===== config.mk =====
export PLATFORM = sky130hd
export DESIGN_NAME = loadable_updown_counter_flat
export DESIGN_NICKNAME = d
export VERILOG_FILES = /design/src/rtl/loadable_updown_counter_if.sv /design/src/rtl/loadable_updown_counter.sv /design/src/flat_wrapper.sv
export SDC_FILE = /design/constraint.sdc
export NUM_CORES = 1
export LEC_CHECK = 0
export BUFFER_PORTS_ARGS = -buffer_cell sky130_fd_sc_hd__clkbuf_2
export CAP_MARGIN = 20
export CORE_UTILIZATION = 49
export DETAILED_ROUTE_END_ITERATION = 12
export PLACE_DENSITY = 0.78
export SLEW_MARGIN = 25
export SYNTH_ARGS = -nofsm -noshare
export SYNTH_HDL_FRONTEND = slang
export SYNTH_SLANG_ARGS = --single-unit

===== constraint.sdc =====
create_clock -name CLK -period 3.1 [get_ports CLK]
set_clock_uncertainty 0.2 [all_clocks]
set_input_delay 0.62 -clock CLK [delete_from_list [all_inputs] [get_ports CLK]]
set_output_delay 0.62 -clock CLK [all_outputs]
set_load 0.01 [all_outputs]

===== src/rtl/loadable_updown_counter_if.sv =====
// Control/status bundle for loadable_updown_counter: commands in, count and flags out.
interface loadable_updown_counter_if #(
    parameter int unsigned N = 4
);
    logic         EN;
    logic         CLR;
    logic         LOAD;
    logic [N-1:0] LOAD_VAL;
    logic [N-1:0] LIMIT;
    logic         DIR;
    logic [1:0]   MODE;
    logic [N-1:0] COUNT;
    logic         DONE;
    logic         TC;
    logic         RUNNING;

    modport master (
        output EN, CLR, LOAD, LOAD_VAL, LIMIT, DIR, MODE,
        input  COUNT, DONE, TC, RUNNING
    );

    modport slave (
        input  EN, CLR, LOAD, LOAD_VAL, LIMIT, DIR, MODE,
        output COUNT, DONE, TC, RUNNING
    );
endinterface


===== src/rtl/loadable_updown_counter.sv =====
// Prescaled up/down counter with load, clear, clamp-to-limit and wrap/saturate/one-shot modes.
module loadable_updown_counter #(
    parameter int unsigned  N        = 4,
    parameter logic [N-1:0] START    = '0,
    parameter int unsigned  STEP     = 1,
    parameter int unsigned  PRESCALE = 1
) (
    input logic                    CLK,
    input logic                    RST_N,
    loadable_updown_counter_if.slave bus
);

    localparam int unsigned  PW       = (PRESCALE > 1) ? $clog2(PRESCALE) : 1;
    localparam logic [PW-1:0] PRE_LAST = PW'(PRESCALE - 1);
    localparam logic [N:0]    STEP_X   = (N+1)'(STEP);

    typedef enum logic [1:0] {
        MODE_WRAP     = 2'b00,
        MODE_SAT      = 2'b01,
        MODE_ONESHOT  = 2'b10,
        MODE_WRAP_ALT = 2'b11
    } mode_e;

    typedef enum logic {
        ST_EXPIRED = 1'b0,
        ST_RUN     = 1'b1
    } run_e;

    run_e          state_q, state_d;
    logic [N-1:0]  count_q, count_d;
    logic [PW-1:0] pre_q, pre_d;
    logic          tc_q, tc_d;

    mode_e         mode;
    logic          active;
    logic          tick;
    logic          at_or_past;
    logic          land;
    logic [N:0]    sum;
    logic [N:0]    diff;

    assign mode   = mode_e'(bus.MODE);
    assign active = bus.EN && (state_q == ST_RUN);
    assign tick   = active && (pre_q == PRE_LAST);
    assign sum    = {1'b0, count_q} + STEP_X;
    assign diff   = {1'b0, count_q} - STEP_X;

    // A count already beyond LIMIT in the counting direction behaves as if it sat on LIMIT.
    assign at_or_past = (count_q == bus.LIMIT)
                     || (!bus.DIR && (count_q > bus.LIMIT))
                     || ( bus.DIR && (count_q < bus.LIMIT));

    always_comb begin
        count_d = count_q;
        pre_d   = pre_q;
        tc_d    = 1'b0;
        state_d = state_q;
        land    = 1'b0;

        if (bus.CLR) begin
            count_d = START;
            pre_d   = '0;
            state_d = ST_RUN;
        end else if (bus.LOAD) begin
            count_d = bus.LOAD_VAL;
            pre_d   = '0;
            state_d = ST_RUN;
        end else if (tick) begin
            pre_d = '0;
            if (at_or_past) begin
                unique case (mode)
                    MODE_SAT:     count_d = count_q;
                    MODE_ONESHOT: state_d = ST_EXPIRED;
                    default:      count_d = START;
                endcase
            end else if (!bus.DIR) begin
                if (sum >= {1'b0, bus.LIMIT}) land    = 1'b1;
                else                          count_d = sum[N-1:0];
            end else begin
                if (diff[N] || (diff[N-1:0] <= bus.LIMIT)) land    = 1'b1;
                else                                       count_d = diff[N-1:0];
            end

            if (land) begin
                count_d = bus.LIMIT;
                tc_d    = 1'b1;
                if (mode == MODE_ONESHOT) state_d = ST_EXPIRED;
            end
        end else if (active) begin
            pre_d = pre_q + PW'(1);
        end
    end

    always_ff @(posedge CLK) begin
        if (!RST_N) begin
            count_q <= START;
            pre_q   <= '0;
            tc_q    <= 1'b0;
            state_q <= ST_RUN;
        end else begin
            count_q <= count_d;
            pre_q   <= pre_d;
            tc_q    <= tc_d;
            state_q <= state_d;
        end
    end

    assign bus.COUNT   = count_q;
    assign bus.DONE    = (count_q == bus.LIMIT);
    assign bus.TC      = tc_q;
    assign bus.RUNNING = (state_q == ST_RUN);

endmodule


===== src/flat_wrapper.sv =====
// flat-port wrapper written by rule: the top's interface ports become plain ports
module loadable_updown_counter_flat 
#(
    parameter int unsigned  N        = 4,
    parameter logic [N-1:0] START    = '0,
    parameter int unsigned  STEP     = 1,
    parameter int unsigned  PRESCALE = 1
)
  (CLK, RST_N, bus_EN, bus_CLR, bus_LOAD, bus_LOAD_VAL, bus_LIMIT, bus_DIR, bus_MODE, bus_COUNT, bus_DONE, bus_TC, bus_RUNNING);
  loadable_updown_counter_if #(.N(N)) bus_i ();
  input logic CLK;
  input logic RST_N;
  input wire logic [$bits(bus_i.EN)-1:0] bus_EN;
  input wire logic [$bits(bus_i.CLR)-1:0] bus_CLR;
  input wire logic [$bits(bus_i.LOAD)-1:0] bus_LOAD;
  input wire logic [$bits(bus_i.LOAD_VAL)-1:0] bus_LOAD_VAL;
  input wire logic [$bits(bus_i.LIMIT)-1:0] bus_LIMIT;
  input wire logic [$bits(bus_i.DIR)-1:0] bus_DIR;
  input wire logic [$bits(bus_i.MODE)-1:0] bus_MODE;
  output wire logic [$bits(bus_i.COUNT)-1:0] bus_COUNT;
  output wire logic [$bits(bus_i.DONE)-1:0] bus_DONE;
  output wire logic [$bits(bus_i.TC)-1:0] bus_TC;
  output wire logic [$bits(bus_i.RUNNING)-1:0] bus_RUNNING;
  assign bus_i.EN = bus_EN;
  assign bus_i.CLR = bus_CLR;
  assign bus_i.LOAD = bus_LOAD;
  assign bus_i.LOAD_VAL = bus_LOAD_VAL;
  assign bus_i.LIMIT = bus_LIMIT;
  assign bus_i.DIR = bus_DIR;
  assign bus_i.MODE = bus_MODE;
  assign bus_COUNT = bus_i.COUNT;
  assign bus_DONE = bus_i.DONE;
  assign bus_TC = bus_i.TC;
  assign bus_RUNNING = bus_i.RUNNING;
  loadable_updown_counter #(.N(N), .START(START), .STEP(STEP), .PRESCALE(PRESCALE)) u_core (.CLK(CLK), .RST_N(RST_N), .bus(bus_i));
endmodule

==> results of run 1 <==
-- routing by layer --
metal / wire (µm) / track usage
met1: 854 / 0.285
met2: 920 / 0.391
met3: 88 / 0.0750
met4: 0 / 0.0188
met5: 0 / 0
-- worst max path at each step --
stage	from	to	slack, ns	depth (start not counted)
floorplan	u_core.bus.COUNT[0]	u_core.bus.COUNT[2]	0.63	10
CTS	u_core.bus.COUNT[0]	u_core.bus.COUNT[2]	0.51	10
global placement	u_core.bus.COUNT[0]	u_core.bus.COUNT[3]	0.62	10
global route	u_core.bus.COUNT[0]	u_core.bus.COUNT[2]	0.34	10
finish	u_core.bus.COUNT[0]	u_core.bus.COUNT[2]	0.51	10
detailed placement	u_core.bus.COUNT[0]	u_core.bus.COUNT[2]	0.52	10
-- cell usage in the layout, fill, tap and decap left out, drive strengths merged, types with 2 or more instances in the layout --
cell type and n:
a21oi 5, a31oi 4, and2 4, clkbuf 26, dfxtp 7, ha 14
inv 10, mux2 2, mux2i 4, nand2 7, nand3 2, nor2 3
nor2b 3, nor3 3, o211ai 3, o21a 2, o21ai 3, o22ai 3
xor2 4
-- critical path, stage by stage, from the launching register on --
cell,delay (ns)
dfxtp_1,0.43
inv_1,0.12
ha_1,0.34
inv_1,0.05
ha_1,0.28
nor2b_1,0.13
o211ai_1,0.18
a21oi_2,0.10
nor2_4,0.20
mux2_4,0.32
o22ai_1,0.15
-- cells by family after synthesis --
family | count (synthesis) | synth area share
and+or+nand+nor | 27 | 0.199
muxes | 6 | 0.0836
xor gates and xnor gates | 5 | 0.0522
DFF | 7 | 0.167
adders and majority gates | 14 | 0.209
buffers and inverters | 12 | 0.0672
AOI/OAI and AO/OA | 26 | 0.222
-- metrics by stage --
stage | util | hold slack, ns | std cells | total power (µW) | setup slack (ns)
finish | 0.626 | 0.228 | 137 | 304 | 0.505
global route | 0.626 | 0.275 | 137 | 329 | 0.339
CTS | 0.626 | 0.230 | 137 | 307 | 0.507
detailed placement | 0.609 | 0.223 | 133 | 222 | 0.519
global placement | 0.609 | 0.218 | 133 | 217 | 0.618
floorplan | - | 0.205 | 97 | 191 | 0.627
-- cell type report --
cell class,instances,share of cell area
well taps,16,0.0205
repair buffers,22,0.113
flip-flops and latches,7,0.144
multi-input cells,78,0.658
clock buffers,4,0.0269
inverters,10,0.0385
-- registers in the layout, summed over array words and instances (netlist names) --
register            count
u_core.bus.COUNT        4
u_core.pre_q            1
u_core.bus.TC           1
u_core.bus.RUNNING      1
-- where the power goes --
group          internal (µW)  switching [µW]
clock                   49.1            33.5
sequential              93.1            6.29
combinational           57.8            63.8
total                    200             104
==> qor.csv, run 1 <==
stage,metric,value,unit
global_route,antenna_found_initial,0,
clock_tree,cts_buffer_depth,2,
floorplanning,io_pins,23,
timing,hold_viol_final,0,
synthesis,yosysSeqAreaShare,0.167,
critical_path,r2r_slack,0.51,ns
floorplanning,rows,14,
synthesis,syn_nets,127,
synthesis,synthCells,97,
cells_and_area,multi_input_area,642,µm²
synthesis,yosysMostFrequentCell,ha_1,
synthesis,syn_area_per_cell,8.64,µm²
detailed_routing,routedWlPerCell,13.6,µm
detailed_routing,num_vias,783,
global_route,grt_max_degree,10,
synthesis,yosysTopAreaCellShare,0.209,
critical_path,critPathLaunchType,register,
global_route,grt_pass1_vias,760,
detailed_routing,drc_errors,2,
hold_path,min_to,u_core.pre_q,
detailed_routing,antenna_left,0,
synthesis,synth_top_area_cell,ha_1,
clock_tree,cts_tree,built,
detailed_routing,vias_per_cell,5.72,
place,port_buffers,22,
pwr,vdd_drop_max,0.357,mV
run_status,violations,design-rule violations,
timing,setup_viol,0,
clock_tree,cts_max_level,1,
clock_tree,clock_latency,0.25,ns
hold_path,min-delay-start,u_core.pre_q,
clock_tree,clockRootBuffer,clkbuf_4,
critical_path,crit_required,3.07,ns
critical_path,r2r_end,u_core.bus.COUNT[2],
critical_path,worstSetupEndpointType,register,
timing,final.setup.tns,0,ns
clock_tree,path_clk_slew,0.05,ns
synthesis,synthFlopType,dfxtp_1,
synthesis,async_flop_share,0,
critical_path,reg2reg_from,u_core.bus.COUNT[0],
critical_path,critPathKind,register to register,
timing,fin_crit_sh,0.837,
hold_path,worstHoldPathCells,2,
floorplanning,fp.dieH,43.4,µm
hold_path,hp-class,register to register,
clock_tree,post_cts.repair.setup_buffers,0,
run,cap_violations,0,
place,dp_hpwl,1.57,mm
detailed_routing,postRouteWirelength,1.86,mm
synthesis,ys_ff_latch,7,
synthesis,ys_warn_count,0,
cells_and_area,nFillCells,146,
critical_path,arrival,2.57,ns
clock_tree,cts_made_buffers,3,
floorplanning,dieArea,1880,µm²
cells_and_area,post-route-cell-area,976,µm²
run_status,status,"complete, but fails checks",
place,postPlaceCellArea,950,µm²
synthesis,synth_area,838,µm²
place,globalplace.congestion,0.930,
cells_and_area,fin_nets,152,
detailed_routing,first_pass_iters,8,
timing,relSlewSlack,0.720,
clock_tree,post_cts_resized,0,
cells_and_area,drive_gt1_frac,0.281,
synthesis,synth_edf_count,0,
pwr,power_density,311,nW/µm²
timing,tightest_slew,0.419,ns
floorplanning,start_util,0.538,
clock_tree,postCtsHoldBufs,0,
cells_and_area,syn2layout_area_growth,16.4,%
timing,max_freq,0.385,GHz
global_route,grt_pass1_wl,3.20,mm
synthesis,synthTopCellsByCount,"ha_1, inv_1, dfxtp_1, nand2_1",
detailed_routing,dr.first_iter.drc_count,18,
global_route,grt_usage,0.226,
synthesis,ys_types,38,
timing,rsz0062_at_grt,no,
floorplanning,core_area,1560,µm²
critical_path,path_max_fanout,6,
pwr,p_leak,0.000502,µW
cells_and_area,antenna_cells,0,
timing,min_period,2.59,ns
cells_and_area,regArea,140,µm²
synthesis,yosys-top-cells-area,"ha_1, dfxtp_1, mux2i_1",
clock_tree,cts_num_sinks,7,
critical_path,r2r_cells,10,
floorplanning,die_x,43.4,µm
global_route,grt_remaining_overflow,0,
timing,slew_violations,0,
Power figures use the tool's default switching activity.
==> run 2: changes to the inputs <==
==> constraint.sdc (replaced) <==
create_clock -name CLK -period 2.63 [get_ports CLK]
set_clock_uncertainty 0.2 [all_clocks]
set_input_delay 0.526 -clock CLK [delete_from_list [all_inputs] [get_ports CLK]]
set_output_delay 0.526 -clock CLK [all_outputs]
set_load 0.01 [all_outputs]
==> run 2 against run 1 <==
  * The run still ends with design-rule violations left
  * Critical path depth is the same
  * Core utilization grew 1.4 points
  * Cell area grew 2.3%
  * Sequential share of layout area shrank 0.32 points
  * Hold slack lost 0.0067 ns
  * Critical endpoint unchanged
  * Maximum frequency grew 6.1%
  * Non-clock buffer count grew 2
  * Final cell count grew 1.5%
  * Die area is the same
  * Highest routed layer is now met4
  * Clock power grew 23%
  * Register-to-register slack lost 0.32 ns
==> qor.csv, run 2 (synthesis results as in run 1) <==
stage,metric,value,unit
run_status,status,"complete, but fails checks",
run_status,violations,design-rule violations,
pwr,vdd_drop_max,0.312,mV
place,globalplace.congestion,0.928,
pwr,pwr-share-seq,0.318,
detailed_routing,drc_errors,2,
global_route,grt_remaining_overflow,0,
timing,relSlewSlack,0.704,
timing,rsz0062_at_grt,no,
cells_and_area,post-route-cell-area,998,µm²
timing,hold_viol_final,0,
timing,slew_violations,0,
clock_tree,path_clk_slew,0.06,ns
pwr,total_power,363,µW
critical_path,arrival,2.44,ns
pwr,p_leak,0.000512,µW
cells_and_area,antenna_cells,0,
cells_and_area,largest_reg_flops,4,
timing,setup_viol,0,
global_route,grt_usage,0.221,
timing,min_period,2.45,ns
pwr,p_clk_frac,0.282,
critical_path,r2r_slack,0.18,ns
cells_and_area,syn2layout_area_growth,19.1,%
place,port_buffers,22,
detailed_routing,vias_per_cell,5.54,
critical_path,critPathKind,register to register,
critical_path,crit_required,2.62,ns
pwr,swShare,0.344,
clock_tree,post_cts.repair.setup_buffers,0,
detailed_routing,dr.first_iter.drc_count,14,
timing,tightest_slew,0.443,ns
detailed_routing,routedWlPerCell,12.9,µm
clock_tree,cts_max_level,1,
timing,max_freq,0.409,GHz
global_route,grt_pass1_wl,3.12,mm
pwr,p_sw,125,µW
critical_path,worstSetupEndpointType,register,
timing,fin_crit_sh,0.930,
pwr,p_int,238,µW
detailed_routing,antenna_left,0,
detailed_routing,first_pass_iters,8,
detailed_routing,postRouteWirelength,1.79,mm
clock_tree,clock_latency,0.26,ns
floorplanning,dieArea,1880,µm²
clock_tree,cts_buffer_depth,2,
global_route,grt_max_degree,10,
cells_and_area,drive_gt1_frac,0.301,
floorplanning,rows,14,
clock_tree,cts_tree,built,
global_route,grt_pass1_vias,761,
clock_tree,cts_made_buffers,3,
critical_path,critPathLaunchType,register,
floorplanning,core_area,1560,µm²
clock_tree,cts_num_sinks,7,
global_route,antenna_found_initial,0,
detailed_routing,num_vias,770,
cells_and_area,final_common_cell,clkbuf_2,
timing,final.setup.tns,0,ns
place,dp_hpwl,1.51,mm
run,cap_violations,0,
clock_tree,clockRootBuffer,clkbuf_4,
cells_and_area,final_cell_mix,"clkbuf_2, ha_1, inv_1",
floorplanning,die_x,43.4,µm
floorplanning,io_pins,23,
floorplanning,fp.dieH,43.4,µm
pwr,power_frac_comb,0.400,
critical_path,path_max_fanout,5,
pwr,power_density,363,nW/µm²
cells_and_area,fin_nets,154,
place,postPlaceCellArea,965,µm²
hold_path,hp-class,register to register,
floorplanning,start_util,0.538,
run 2: cell types whose count changed in the layout (fill, tap and decap cells not counted):
cell    previous run  this run
buf_4              0         2
xor2_1             4         3
xor2_2             0         1
run 2: repair_timing:
item / in CTS / in global routing
endpoints found under the setup margin: 0 / 2
hold buffers: 0 / 0
resized for setup: 0 / 1
endpoints found under the hold margin: 0 / 0
run 2: power by group through the flow:
stage | combinational (µW) | sequential, µW | clock, µW
after floorplan | 107 | 118 | 0
after global placement | 141 | 117 | 0
after detailed placement | 145 | 117 | 0
after CTS | 145 | 115 | 103
after global routing | 163 | 116 | 112
final | 145 | 115 | 102
run 2: final timing paths:
| path | start | end | depth (start not counted) |
|---|---|---|---|
| max | u_core.bus.COUNT[1] | u_core.bus.COUNT[2] | 10 |
| min | u_core.pre_q | u_core.pre_q | 2 |
| max reg2reg | u_core.bus.COUNT[1] | u_core.bus.COUNT[2] | 10 |
| min reg2reg | u_core.pre_q | u_core.pre_q | 2 |
run 2: critical path, stage by stage (launching register included):
cell and delay (ns):
dfxtp_1 0.38, inv_1 0.06, ha_1 0.32, inv_1 0.05, ha_1 0.29, nor2b_1 0.14
o211ai_1 0.18, a21oi_2 0.10, nor2_4 0.20, mux2_4 0.32, o22ai_1 0.14
run 2: cell type report:
| type | instances | area, µm² |
|---|---|---|
| flip-flops and latches | 7 | 140 |
| repair buffers | 24 | 125 |
| multi-input cells | 78 | 649 |
| clock buffers | 4 | 26.3 |
| inverters | 10 | 37.5 |
| fillers | 139 | 561 |
| well taps | 16 | 20.0 |
run 2: metal layers:
layer / global-route usage / up-vias / part of all wire
met2: 0.376 / 22 / 0.48
li1: - / 407 / -
met1: 0.261 / 339 / 0.46
met5: 0 / - / 0
met3: 0.0792 / 2 / 0.054
met4: 0.0625 / 0 / 0.0089
run 2: metrics by stage:
stage               std cells  hold WS, ns  setup slack, ns   util
floorplan                  97        0.205            0.157      -
global placement          135        0.219            0.285  0.619
detailed placement        135        0.218            0.210  0.619
CTS                       139        0.223            0.190  0.636
global route              139        0.272           0.0232  0.640
finish                    139        0.221            0.185  0.640
==> run 3: changes to the inputs <==
--- a/config.mk
+++ b/config.mk
@@ -9,7 +9,7 @@
 export CAP_MARGIN = 20
 export CORE_UTILIZATION = 49
 export DETAILED_ROUTE_END_ITERATION = 12
-export PLACE_DENSITY = 0.78
+export PLACE_DENSITY = 0.76
 export SLEW_MARGIN = 25
 export SYNTH_ARGS = -nofsm -noshare
 export SYNTH_HDL_FRONTEND = slang
==> run 3 against run 2 <==
  * The flow still finishes with violations (design-rule violations)
  * Core utilization is 0.96 points higher
  * Die area stayed put
  * Register-to-register slack hardly changed
  * Final cell count is 2.2% higher
  * First-iteration DRC count is 43% lower
  * Flip-flop and latch count stayed put
  * Worst setup slack better by 0.0027 ns
  * Sequential power hardly changed
  * Cell area is 1.5% higher
  * Via count is 8.6% higher
  * Critical path type unchanged
  * Highest routed layer unchanged
==> qor.csv, run 3 (synthesis results as in run 1) <==
stage,metric,value,unit
cells_and_area,largest_reg_flops,4,
cells_and_area,antenna_cells,0,
cells_and_area,finalNonFillerCells,142,
detailed_routing,first_pass_iters,8,
critical_path,arrival,2.43,ns
timing,hold_viol_final,0,
timing,setup_viol,0,
floorplanning,start_util,0.538,
detailed_routing,drc_errors,2,
run_status,violations,design-rule violations,
critical_path,worstSetupEndpointType,register,
place,globalplace.congestion,0.846,
timing,final.setup.tns,0,ns
clock_tree,path_clk_slew,0.05,ns
cells_and_area,fin_nets,157,
pwr,vdd_drop_max,0.221,mV
detailed_routing,routedWlPerCell,14.3,µm
clock_tree,clockRootBuffer,clkbuf_4,
detailed_routing,num_vias,836,
detailed_routing,antenna_left,0,
clock_tree,cts_buffer_depth,2,
global_route,antenna_found_initial,0,
run_status,status,"complete, but fails checks",
detailed_routing,dr.first_iter.drc_count,8,
pwr,power_density,373,nW/µm²
detailed_routing,postRouteWirelength,2.03,mm
floorplanning,dieArea,1880,µm²
clock_tree,clock_latency,0.26,ns
timing,holdWs,0.234,ns
global_route,grt_usage,0.257,
global_route,grt_pass1_vias,776,
floorplanning,rows,14,
place,dp_hpwl,1.60,mm
cells_and_area,final_common_cell,clkbuf_2,
critical_path,path_max_fanout,4,
global_route,grt_max_degree,10,
cells_and_area,syn2layout_area_growth,20.9,%
run,cap_violations,0,
critical_path,crit_required,2.62,ns
clock_tree,cts_made_buffers,3,
cells_and_area,fin_util,0.650,
critical_path,critPathKind,register to register,
critical_path,crit_path_cell_trace,"inv_1, ha_1, inv_1, ha_1, nor2b_1, o211ai_1, a21oi_2, nor2_4, mux2_4, o22ai_1",
timing,setup_slack,0.187,ns
critical_path,crit_buf_inv,2,
cells_and_area,final_cell_mix,"clkbuf_2, ha_1, inv_1",
critical_path,critPathLaunchType,register,
timing,relSlewSlack,0.731,
floorplanning,fp.dieH,43.4,µm
place,place_ws,0.154,ns
global_route,grt_remaining_overflow,0,
cells_and_area,nFillCells,143,
timing,fin_crit_sh,0.929,
cells_and_area,drive_gt1_frac,0.310,
clock_tree,cts_num_sinks,7,
timing,max_freq,0.409,GHz
critical_path,crit_family,adder cells,
floorplanning,io_pins,23,
critical_path,worst_path_max_delay_cell,ha_1,
place,port_buffers,22,
floorplanning,die_x,43.4,µm
timing,min_period,2.44,ns
pwr,p_leak,0.000527,µW
place,dp_cells,135,
clock_tree,post_cts_resized,0,
clock_tree,cts_tree,built,
detailed_routing,vias_per_cell,5.89,
clock_tree,cts_max_level,1,
timing,tightest_slew,0.403,ns
timing,slew_violations,0,
hold_path,hp-class,register to register,
global_route,grt_pass1_wl,3.42,mm
floorplanning,core_area,1560,µm²
critical_path,max_stage_delay,0.34,ns
[run 3: layout make-up]
| class | instances | area, µm² | share of cell area |
|---|---|---|---|
| Timing Repair Buffer | 27 | 148 | 0.146 |
| Clock buffer | 4 | 26.3 | 0.0259 |
| Sequential cell | 7 | 140 | 0.138 |
| Multi-Input combinational cell | 78 | 642 | 0.633 |
| Tap cell | 16 | 20.0 | 0.0198 |
| Inverter | 10 | 37.5 | 0.0370 |
[run 3: path summary, 6_finish.rpt]
path,slack [ns],to,startpoint,cells after the start
setup / recovery,0.19,u_core.bus.COUNT[2],u_core.bus.COUNT[0],10
hold / removal,0.23,u_core.pre_q,u_core.pre_q,2
setup reg to reg,0.19,u_core.bus.COUNT[2],u_core.bus.COUNT[0],10
hold reg to reg,0.23,u_core.pre_q,u_core.pre_q,2
[run 3: metal layers]
metal  global-route usage  wire length (µm)  up-vias  part of all wire
met1                0.303               884      386              0.44
met5                    0                 0        -                 0
li1                     -                 -      413                 -
met2                0.391               969       26              0.48
met3               0.0917                89       11             0.044
met4                0.175                87        0             0.043
[run 3: power breakdown]
group	internal [µW]	leakage, µW	switching [µW]
combinational	78.5	0.000455	82.4
clock	58.2	0.0000150	44.4
sequential	110	0.0000569	5.20
total	246	0.000527	132
[run 3: timing repair]
| item | in CTS | in global routing |
|---|---|---|
| hold buffers | 0 | 0 |
| buffers inserted | 0 | 3 |
| setup endpoints to repair | 0 | 2 |
[run 3: worst register-to-register path: stages (launching register included)]
cell and delay [ns]:
dfxtp_1 0.32, inv_1 0.08, ha_1 0.34, inv_1 0.06, ha_1 0.29, nor2b_1 0.14
o211ai_1 0.21, a21oi_2 0.12, nor2_4 0.17, mux2_4 0.31, o22ai_1 0.14
[run 3: stage by stage]
stage	power, µW	cell area, µm²
4_1_cts	370	991
5_1_grt	410	1010
2_1_floorplan	225	838
6_report	378	1010
3_3_place_gp	259	965
3_5_place_dp	266	965
